<file path="src/rtl/i2s_to_pcm_receiver_if.sv">
// Bus bundle between an I2S receiver and its surroundings: the external
// I2S pins and error clear going in, the PCM words, strobes and status coming out.
interface i2s_to_pcm_receiver_if #(
    parameter int DATA_WIDTH = 24
);
    logic                  i2s_bclk;
    logic                  i2s_lrclk;
    logic                  i2s_sdata;
    logic                  err_clr;
    logic [DATA_WIDTH-1:0] l_data;
    logic                  l_data_en;
    logic [DATA_WIDTH-1:0] r_data;
    logic                  r_data_en;
    logic                  locked;
    logic                  frame_err;

    // Side that drives the I2S stream and consumes the PCM words.
    modport master (
        output i2s_bclk, i2s_lrclk, i2s_sdata, err_clr,
        input  l_data, l_data_en, r_data, r_data_en, locked, frame_err
    );

    // Receiver side.
    modport slave (
        input  i2s_bclk, i2s_lrclk, i2s_sdata, err_clr,
        output l_data, l_data_en, r_data, r_data_en, locked, frame_err
    );
endinterface

</file>
<file path="src/rtl/i2s_to_pcm_receiver.sv">
// I2S to parallel PCM receiver. The external bclk is oversampled on the
// system clock; every bit is taken on a detected bclk rising edge. Slots are
// delimited by lrclk changes, length-checked, and completed words are
// presented with a one-clk strobe per channel.
module i2s_to_pcm_receiver #(
    parameter int DATA_WIDTH    = 24,
    parameter int MIN_SLOT_BITS = 16,
    parameter int MAX_SLOT_BITS = 32,
    parameter int TIMEOUT_CLKS  = 256
) (
    input  logic                  clk,
    input  logic                  audio_en,
    i2s_to_pcm_receiver_if.slave  bus
);

    localparam int CNT_W = $clog2(MAX_SLOT_BITS + 2);
    localparam int TO_W  = $clog2(TIMEOUT_CLKS + 1);
    localparam int IDX_W = (DATA_WIDTH > 1) ? $clog2(DATA_WIDTH) : 1;

    typedef enum logic [1:0] {
        SEARCH = 2'd0,
        ALIGN  = 2'd1,
        LOCKED = 2'd2
    } state_t;

    state_t                state_q, state_d;

    // bclk: [0] first sync stage, [1] synchronized, [2] one more for edge detect
    logic [2:0]            bclk_q;
    logic [1:0]            lr_q;
    logic [1:0]            sd_q;

    logic                  prev_lr_q, prev_lr_d;
    logic [CNT_W-1:0]      slot_cnt_q, slot_cnt_d;
    logic [DATA_WIDTH-1:0] shreg_q, shreg_d;
    logic [TO_W-1:0]       to_cnt_q, to_cnt_d;
    logic [DATA_WIDTH-1:0] l_data_q, l_data_d;
    logic [DATA_WIDTH-1:0] r_data_q, r_data_d;
    logic                  l_en_q, l_en_d;
    logic                  r_en_q, r_en_d;
    logic                  err_q, err_d;

    logic                  bclk_rise;
    logic                  lr_s;
    logic                  sd_s;
    logic                  boundary;
    logic                  timeout;
    logic [CNT_W-1:0]      n_bits;
    logic                  n_ok;
    logic [IDX_W-1:0]      bit_idx;
    logic [DATA_WIDTH-1:0] word;

    assign bclk_rise = bclk_q[1] & ~bclk_q[2];
    assign lr_s      = lr_q[1];
    assign sd_s      = sd_q[1];
    assign boundary  = bclk_rise && (lr_s != prev_lr_q);

    // The counter stops at TIMEOUT_CLKS, so the timeout fires exactly once
    // per bclk outage; a rise in the same cycle always prevents it.
    assign timeout   = !bclk_rise && (to_cnt_q == TO_W'(TIMEOUT_CLKS - 1));

    // Slot length including the bit taken at the current rise (saturating).
    assign n_bits = (int'(slot_cnt_q) == MAX_SLOT_BITS + 1) ? slot_cnt_q
                                                              : slot_cnt_q + CNT_W'(1);
    assign n_ok   = (int'(n_bits) >= MIN_SLOT_BITS) && (int'(n_bits) <= MAX_SLOT_BITS);

    // Place the current bit at its MSB-first position; bits past DATA_WIDTH
    // are dropped and short slots stay zero-padded at the bottom.
    always_comb begin
        word    = shreg_q;
        bit_idx = '0;
        if (int'(slot_cnt_q) < DATA_WIDTH) begin
            bit_idx       = IDX_W'(DATA_WIDTH - 1 - int'(slot_cnt_q));
            word[bit_idx] = sd_s;
        end
    end

    // Timeout counter: cleared by every bclk rise, otherwise counts up to the limit.
    always_comb begin
        to_cnt_d = to_cnt_q;
        if (bclk_rise) begin
            to_cnt_d = '0;
        end else if (int'(to_cnt_q) != TIMEOUT_CLKS) begin
            to_cnt_d = to_cnt_q + TO_W'(1);
        end
    end

    // Next-state logic: slot assembly, slot evaluation and output updates.
    always_comb begin
        state_d    = state_q;
        prev_lr_d  = prev_lr_q;
        slot_cnt_d = slot_cnt_q;
        shreg_d    = shreg_q;
        l_data_d   = l_data_q;
        r_data_d   = r_data_q;
        l_en_d     = 1'b0;
        r_en_d     = 1'b0;
        err_d      = err_q & ~bus.err_clr;

        if (timeout) begin
            state_d    = SEARCH;
            slot_cnt_d = '0;
            shreg_d    = '0;
            if (state_q == LOCKED) begin
                err_d = 1'b1;
            end
        end else if (bclk_rise) begin
            prev_lr_d = lr_s;
            if (boundary) begin
                slot_cnt_d = '0;
                shreg_d    = '0;
                case (state_q)
                    SEARCH: state_d = ALIGN;
                    ALIGN: begin
                        if (n_ok) begin
                            state_d = LOCKED;
                        end
                    end
                    LOCKED: begin
                        if (n_ok) begin
                            // the slot that just ended belongs to the previous lrclk
                            if (prev_lr_q) begin
                                r_data_d = word;
                                r_en_d   = 1'b1;
                            end else begin
                                l_data_d = word;
                                l_en_d   = 1'b1;
                            end
                        end else begin
                            err_d   = 1'b1;
                            state_d = ALIGN;
                        end
                    end
                    default: state_d = SEARCH;
                endcase
            end else begin
                shreg_d = word;
                if (int'(slot_cnt_q) != MAX_SLOT_BITS + 1) begin
                    slot_cnt_d = slot_cnt_q + CNT_W'(1);
                end
            end
        end
    end

    // Synchronizers, FSM state and all registered outputs, cleared while audio_en is low.
    always_ff @(posedge clk) begin
        if (!audio_en) begin
            bclk_q     <= '0;
            lr_q       <= '0;
            sd_q       <= '0;
            state_q    <= SEARCH;
            prev_lr_q  <= 1'b0;
            slot_cnt_q <= '0;
            shreg_q    <= '0;
            to_cnt_q   <= '0;
            l_data_q   <= '0;
            r_data_q   <= '0;
            l_en_q     <= 1'b0;
            r_en_q     <= 1'b0;
            err_q      <= 1'b0;
        end else begin
            bclk_q     <= {bclk_q[1:0], bus.i2s_bclk};
            lr_q       <= {lr_q[0], bus.i2s_lrclk};
            sd_q       <= {sd_q[0], bus.i2s_sdata};
            state_q    <= state_d;
            prev_lr_q  <= prev_lr_d;
            slot_cnt_q <= slot_cnt_d;
            shreg_q    <= shreg_d;
            to_cnt_q   <= to_cnt_d;
            l_data_q   <= l_data_d;
            r_data_q   <= r_data_d;
            l_en_q     <= l_en_d;
            r_en_q     <= r_en_d;
            err_q      <= err_d;
        end
    end

    assign bus.l_data    = l_data_q;
    assign bus.l_data_en = l_en_q;
    assign bus.r_data    = r_data_q;
    assign bus.r_data_en = r_en_q;
    assign bus.locked    = (state_q == LOCKED);
    assign bus.frame_err = err_q;

endmodule
</file>
<file path="src/flat_wrapper.sv">
// flat-port wrapper written by rule: the top's interface ports become plain ports
module i2s_to_pcm_receiver_flat 
#(
    parameter int DATA_WIDTH    = 24,
    parameter int MIN_SLOT_BITS = 16,
    parameter int MAX_SLOT_BITS = 32,
    parameter int TIMEOUT_CLKS  = 256
)
  (clk, audio_en, bus_i2s_bclk, bus_i2s_lrclk, bus_i2s_sdata, bus_err_clr, bus_l_data, bus_l_data_en, bus_r_data, bus_r_data_en, bus_locked, bus_frame_err);
  i2s_to_pcm_receiver_if #(.DATA_WIDTH(DATA_WIDTH)) bus_i ();
  input  logic clk;
  input  logic audio_en;
  input wire logic [$bits(bus_i.i2s_bclk)-1:0] bus_i2s_bclk;
  input wire logic [$bits(bus_i.i2s_lrclk)-1:0] bus_i2s_lrclk;
  input wire logic [$bits(bus_i.i2s_sdata)-1:0] bus_i2s_sdata;
  input wire logic [$bits(bus_i.err_clr)-1:0] bus_err_clr;
  output wire logic [$bits(bus_i.l_data)-1:0] bus_l_data;
  output wire logic [$bits(bus_i.l_data_en)-1:0] bus_l_data_en;
  output wire logic [$bits(bus_i.r_data)-1:0] bus_r_data;
  output wire logic [$bits(bus_i.r_data_en)-1:0] bus_r_data_en;
  output wire logic [$bits(bus_i.locked)-1:0] bus_locked;
  output wire logic [$bits(bus_i.frame_err)-1:0] bus_frame_err;
  assign bus_i.i2s_bclk = bus_i2s_bclk;
  assign bus_i.i2s_lrclk = bus_i2s_lrclk;
  assign bus_i.i2s_sdata = bus_i2s_sdata;
  assign bus_i.err_clr = bus_err_clr;
  assign bus_l_data = bus_i.l_data;
  assign bus_l_data_en = bus_i.l_data_en;
  assign bus_r_data = bus_i.r_data;
  assign bus_r_data_en = bus_i.r_data_en;
  assign bus_locked = bus_i.locked;
  assign bus_frame_err = bus_i.frame_err;
  i2s_to_pcm_receiver #(.DATA_WIDTH(DATA_WIDTH), .MIN_SLOT_BITS(MIN_SLOT_BITS), .MAX_SLOT_BITS(MAX_SLOT_BITS), .TIMEOUT_CLKS(TIMEOUT_CLKS)) u_core (.clk(clk), .audio_en(audio_en), .bus(bus_i));
endmodule
</file>
<file path="config.mk">
export PLATFORM = sky130hd
export DESIGN_NAME = i2s_to_pcm_receiver_flat
export DESIGN_NICKNAME = d
export VERILOG_FILES = /design/src/rtl/i2s_to_pcm_receiver_if.sv /design/src/rtl/i2s_to_pcm_receiver.sv /design/src/flat_wrapper.sv
export SDC_FILE = /design/constraint.sdc
export NUM_CORES = 1
export LEC_CHECK = 0
export CAP_MARGIN = 0
export CORE_UTILIZATION = 45
export CTS_BUF_LIST = sky130_fd_sc_hd__clkbuf_8
export CTS_CLUSTER_DIAMETER = 80
export DETAILED_ROUTE_END_ITERATION = 10
export PLACE_DENSITY = 0.67
export SYNTH_ARGS = -nofsm -noshare
export SYNTH_HDL_FRONTEND = slang
export SYNTH_SLANG_ARGS = --single-unit
</file>
<file path="constraint.sdc">
create_clock -name clk -period 3.45 [get_ports clk]
set_input_delay 0.69 -clock clk [delete_from_list [all_inputs] [get_ports clk]]
set_output_delay 0.69 -clock clk [all_outputs]
set_load 0.01 [all_outputs]
</file>
==> After elaboration in Yosys (flattened, before gate mapping) <==
Cells that the tools add are included.
{ "word_totals": {"elab_cells": 75, "register_bits": 100, "output_inout_bits": 52, "input_bits": 6} }
{ "classes": {"add_sub_neg": 3, "reduce_logical": 15, "n_eq_ne": 9, "n_mux": 19, "n_lt_le_gt_ge": 5, "bitwise": 11} }
{ "op_table": {"columns": ["op", "count"], "rows": [
  ["$mux 24", 2],
  ["$bwmux 24", 1],
  ["$mux 6", 3],
  ["$reduce_and 6->1", 2],
  ["$add 9x1->9 const B", 1],
  ["$eq 9x8->1 const B", 1],
  ["$mux 1", 9],
  ["$ne 9x9->1 const B", 1],
  ["$not 1->1", 9],
  ["$add 6x1->6 const B", 1],
  ["$eq 6x6->1 const B", 1],
  ["$ge 6x5->1 const B", 1],
  ["$le 6x6->1 const B", 1],
  ["$lt 5x6->1 const B", 1],
  ["$lt 6x5->1 const B", 1],
  ["$ne 6x6->1 const B", 1],
  ["$pmux 2 s3", 1],
  ["$reduce_or 6->1", 1],
  ["$demux 1 s5", 1],
  ["$ge 5x1->1 const B", 1],
  ["$sub 5x5->5 const A", 1],
  ["$logic_and 1x1->1", 4],
  ["$mux 2", 2],
  ["$reduce_and 2->1", 2],
  ["11 further kinds", 13]
]} }

==> Longest topological paths before layout <==
{ "logic_depth": {"word_depth": 9, "depth_mapped": 9, "ltp_nobuf": 9} }

==> Least setup slack after synthesis <==
No wires, ideal clock.
{ "synth_timing": {"kind": "flip-flop to flip-flop", "start": "register u_core.slot_cnt_q[0]", "end": "register u_core.l_data_q[0] (netlist: u_core.bus.l_data[0])", "setup_ps": 120, "n_path_buf": 2, "required_time_ps": 3330, "path_stages_with_launch": 9, "setup_slack_ps": 1478, "arrival_ps": 1853, "synth_period_minus_slack_ps": 1972, "cell_sequence": "dfxtp_1 -> ha_1 -> clkbuf_1 -> nand2_1 -> or3_4 -> a221oi_4 -> a31oi_4 -> buf_6 -> mux2i_1"} }
{ "synth_between": {"elab_chain_len": 7, "word_cells_on_any_way": 16, "cone_classes": "2 x add/sub; 5 x order compare; 1 x eq/ne; 5 x mux; 3 x reduce/logical"} }
{ "synth_lines": {"columns": ["element", "line", "text"], "rows": [
  ["start: declaration", "i2s_to_pcm_receiver.sv:34", "logic [CNT_W-1:0] slot_cnt_q, slot_cnt_d;"],
  ["start signal: assignment", "i2s_to_pcm_receiver.sv:167", "slot_cnt_q <= slot_cnt_d;"],
  ["$sub 5x5->5", "i2s_to_pcm_receiver.sv:73", "bit_idx = IDX_W'(DATA_WIDTH - 1 - int'(slot_cnt_q));"],
  ["$lt 5x6->1 (not written as such) or $ge 5x1->1 (tied branches)", "i2s_to_pcm_receiver.sv:74", "word[bit_idx] = sd_s;"],
  ["$logic_and 1x1->1 (not written as such)", "i2s_to_pcm_receiver.sv:74", null],
  ["$mux 1 (not written as such)", "i2s_to_pcm_receiver.sv:74", null],
  ["$demux 1 s5", null, null],
  ["$bwmux 24", "i2s_to_pcm_receiver.sv:74", null],
  ["$mux 24", "i2s_to_pcm_receiver.sv:72", "if (int'(slot_cnt_q) < DATA_WIDTH) begin"],
  ["end signal: assignment", "i2s_to_pcm_receiver.sv:170", "l_data_q <= l_data_d;"],
  ["end: declaration", "i2s_to_pcm_receiver.sv:37", "logic [DATA_WIDTH-1:0] l_data_q, l_data_d;"]
]} }
Parallel ways exist; a longest one is shown, timed or not.
A chain may end at the register's enable or synchronous reset.

==> Worst setup path in the final report <==
{ "layout_timing": {"start": "register u_core.slot_cnt_q[1]", "end": "register u_core.l_data_q[18] (netlist: u_core.bus.l_data[18])"} }
The elaborated chain is that of the path after synthesis.

==> key figures <==
Run status
  • Status: complete, no violations

Place
  • Placement Cell Area: 0.00534 mm^2
  • Dpl hpwl: 6900 um
  • Placer Congestion: 0.800
  • Number of port buffers: 57

CTS
  • Clock transition at path regs: 0.10 ns
  • Clock Tree Root: clkbuf_8
  • Clock buffer depth: 2
  • H-tree depth: 3
  • Post CTS Setup Buffer Count: 0
  • Clock Latency Late Sink: 0.36 ns
  • Post-CTS sizing: 0
  • Cts hold-fix bufs: 0
  • Clk sink count: 100
  • Clock buffers created by TritonCTS: 9
  • CTS tree: done

Global route
  • Global-route congestion overflow total: 0
  • Initial antenna violation count: 0
  • Tot GR Track Use: 0.199
  • First-pass GRT wire length: 18,000 um
  • Vias in the first global route: 3,801
  • Largest net degree at the start of global routing: 49

Floorplanning
  • IO Pins: 58
  • Starting Density: 0.474
  • Die H: 104 um
  • Core box area: 0.00995 mm^2
  • Die Span X: 104 um
  • Die Footprint: 0.0109 mm^2
  • Number of core rows: 36

STA
  • Setup TNS: 0 ns
  • Slew HR: 0.235
  • Worst Clk Skew: 0.0118 ns
  • Final setup vio count: 0
  • Fin crit share: 0.800
  • Final Slew Violations: 0
  • Hold Vio Cnt, Final: 0
  • Crit path time final: 2.76 ns
  • FMAX: 0.362 GHz
  • RSZ-0062 raised after global routing: no
  • Slew @ Worst Pin: 1.15 ns

Hold path
  • Min-delay worst type: flip-flop to flip-flop
  • Hold Path Stages: 1

Routing
  • Top sig layer: met4
  • Met3 wire len: 321 um
  • TritonRoute pass-1 iters: 4
  • Via Count: 3,840
  • Drt total wl: 10,300 um
  • DRC viols: 0
  • Routed len/inst: 14.5 um
  • ANT nets after route: 0
  • Vias per Instance: 5.42
  • Met1 Wirelength: 4610 um
  • Metal2 WL: 5220 um
  • Initial DRC Count: 164

Worst setup path
  • WS Path Type: flip-flop to flip-flop
  • Crit path launch type: flip-flop
  • R2R Path Start: u_core.slot_cnt_q[1]
  • Critical path fanouts, max: 24
  • Largest incremental delay on the critical path: 0.93 ns
  • Worst R2R Path Depth: 6
  • Critical path endpoint: u_core.bus.l_data[18]
  • Critical Path RT: 3.74 ns
  • Worst Setup SP: u_core.slot_cnt_q[1]
  • CP Data Arrival Time: 3.04 ns
  • Slowest stage cell, crit path: a31oi_4
  • R2R Setup Slk: 0.69 ns
  • CP Cell Sequence: ha_1 -> nand3b_1 -> o22a_1 -> nand2_1 -> a31oi_4 -> mux2i_1
  • Crit. End Element: flip-flop
  • R2R Path End: u_core.bus.l_data[18]

Power
  • Max IR drop VDD: 222 uV
  • Total power draw: 0.00197 W
  • Pwr per Cell Area: 357 mW/mm^2
  • LEAKAGE: 2.19 nW

Run
  • Max-cap violations: 0

Synth
  • Area leader, netlist: dfxtp_1
  • Flop and latch count out of synthesis: 100
  • Synthesized instance count: 532
  • Ys async rst share: 0
  • Most common cell in the synthesized netlist: dfxtp_1
  • Mapped Nets: 545
  • Register area share after synthesis: 0.425
  • Yosys warns: 0
  • Synth Flop Type: dfxtp_1
  • Distinct cells, synth: 54
  • Ranking of synthesized cells by area: dfxtp_1 (42%), mux2i_1 (11%), nand2_1 (7.6%)
  • Mapped cell area: 0.00471 mm^2
  • Synth top cells by count: dfxtp_1 (100), nand2_1 (95), mux2i_1 (50), nor2_1 (43), o21ai_0 (31)
  • Yosys top cell area share: 0.425
  • Number of enable flip-flop cells after synthesis: 0
  • Avg Cell Area, Syn: 8.86 um^2

Finish
  • Layout cells sized above 1: 0.104
  • Synth-to-layout area growth: 17.1%
  • Finished layout cell area: 0.00552 mm^2
  • N_diodes: 0
  • Core Util, Final: 0.555
  • Nets: 584
## area by class of cell
class	instances	area, um^2
clock buffers	9	124
fillers	924	4430
clock inverters	7	57.6
well taps	133	166
multi-input cells	387	2520
flip-flops and latches	100	2000
repair buffers	65	626
inverters	8	30.0
## metal layers
metal  vias to the layer above  global-route usage
met5                         -                   0
met2                        65               0.351
li1                       1915                   -
met1                      1849               0.247
met3                        11              0.0313
met4                         0              0.0612
## worst min-delay path by stage
stage | end | slack (ns) | from
after global routing | u_core.bclk_q[1] | 0.47 | u_core.bclk_q[0]
final | u_core.lr_q[1] | 0.43 | u_core.lr_q[0]
after floorplan | u_core.bclk_q[1] | 0.41 | u_core.bclk_q[0]
after CTS | u_core.lr_q[1] | 0.44 | u_core.lr_q[0]
after global placement | u_core.sd_q[1] | 0.42 | u_core.sd_q[0]
after detailed placement | u_core.sd_q[1] | 0.42 | u_core.sd_q[0]
## registers in the layout (all words and copies together) (netlist names)
| register | flops |
|---|---|
| u_core.bus.l_data_en | 1 |
| u_core.bus.frame_err | 1 |
| u_core.lr_q | 2 |
| u_core.bclk_q | 3 |
| u_core.bus.l_data | 24 |
| u_core.slot_cnt_q | 6 |
| u_core.to_cnt_q | 9 |
| u_core.shreg_q | 24 |
| u_core.state_q | 2 |
| u_core.prev_lr_q | 1 |
| u_core.bus.r_data_en | 1 |
| u_core.sd_q | 2 |
| u_core.bus.r_data | 24 |
## metrics by stage
step / std cells / hold WS, ns / setup slack, ns
floorplan: 532 / 0.412 / 1.48
global placement: 693 / 0.416 / 0.835
detailed placement: 693 / 0.420 / 0.703
CTS: 709 / 0.439 / 0.668
global route: 709 / 0.467 / 0.458
finish: 709 / 0.433 / 0.691
## kinds of logic (layout without fill, tap and decap cells)
logic type,count (synthesis),after routing,share of synthesized area
fa+ha+maj,7,7,0.0186
flops,100,100,0.425
buf+inv,45,89,0.0441
mux,74,74,0.163
xor+xnor,7,7,0.0130
simple gates,201,201,0.203
compound gates,98,98,0.133
## where the power goes
| group | internal [W] | total, W | leakage, nW | switching, W |
|---|---|---|---|---|
| logic | 0.0000315 | 0.0000902 | 1.29 | 0.0000586 |
| registers | 0.00116 | 0.00118 | 0.807 | 0.0000114 |
| clock network | 0.000273 | 0.000704 | 0.0881 | 0.000432 |
## placed cells by master, fill, tap and decap left out, types with 4 or more instances in the layout
cell type	n
and3_1	5
a22oi_1	17
dfxtp_1	100
mux2i_1	50
mux2_2	23
buf_4	8
nor2b_1	6
inv_1	8
clkbuf_8	9
or3b_1	4
ha_1	7
a21oi_1	29
nand2_1	95
and2_1	14
nand3_1	12
clkdlybuf4s50_1	56
o21ai_0	31
nor2_1	43
## critical path, delay by kind of cell (launching register included)
kind	cells	cell delay, ns
AO/OA/AOI/OAI	2	1.09
adder cells (fa/ha/maj)	1	0.54
flip-flops	1	0.47
AND/OR/NAND/NOR	2	0.28
multiplexers	1	0.28
No activity file was read; power rests on OpenSTA's default activity.
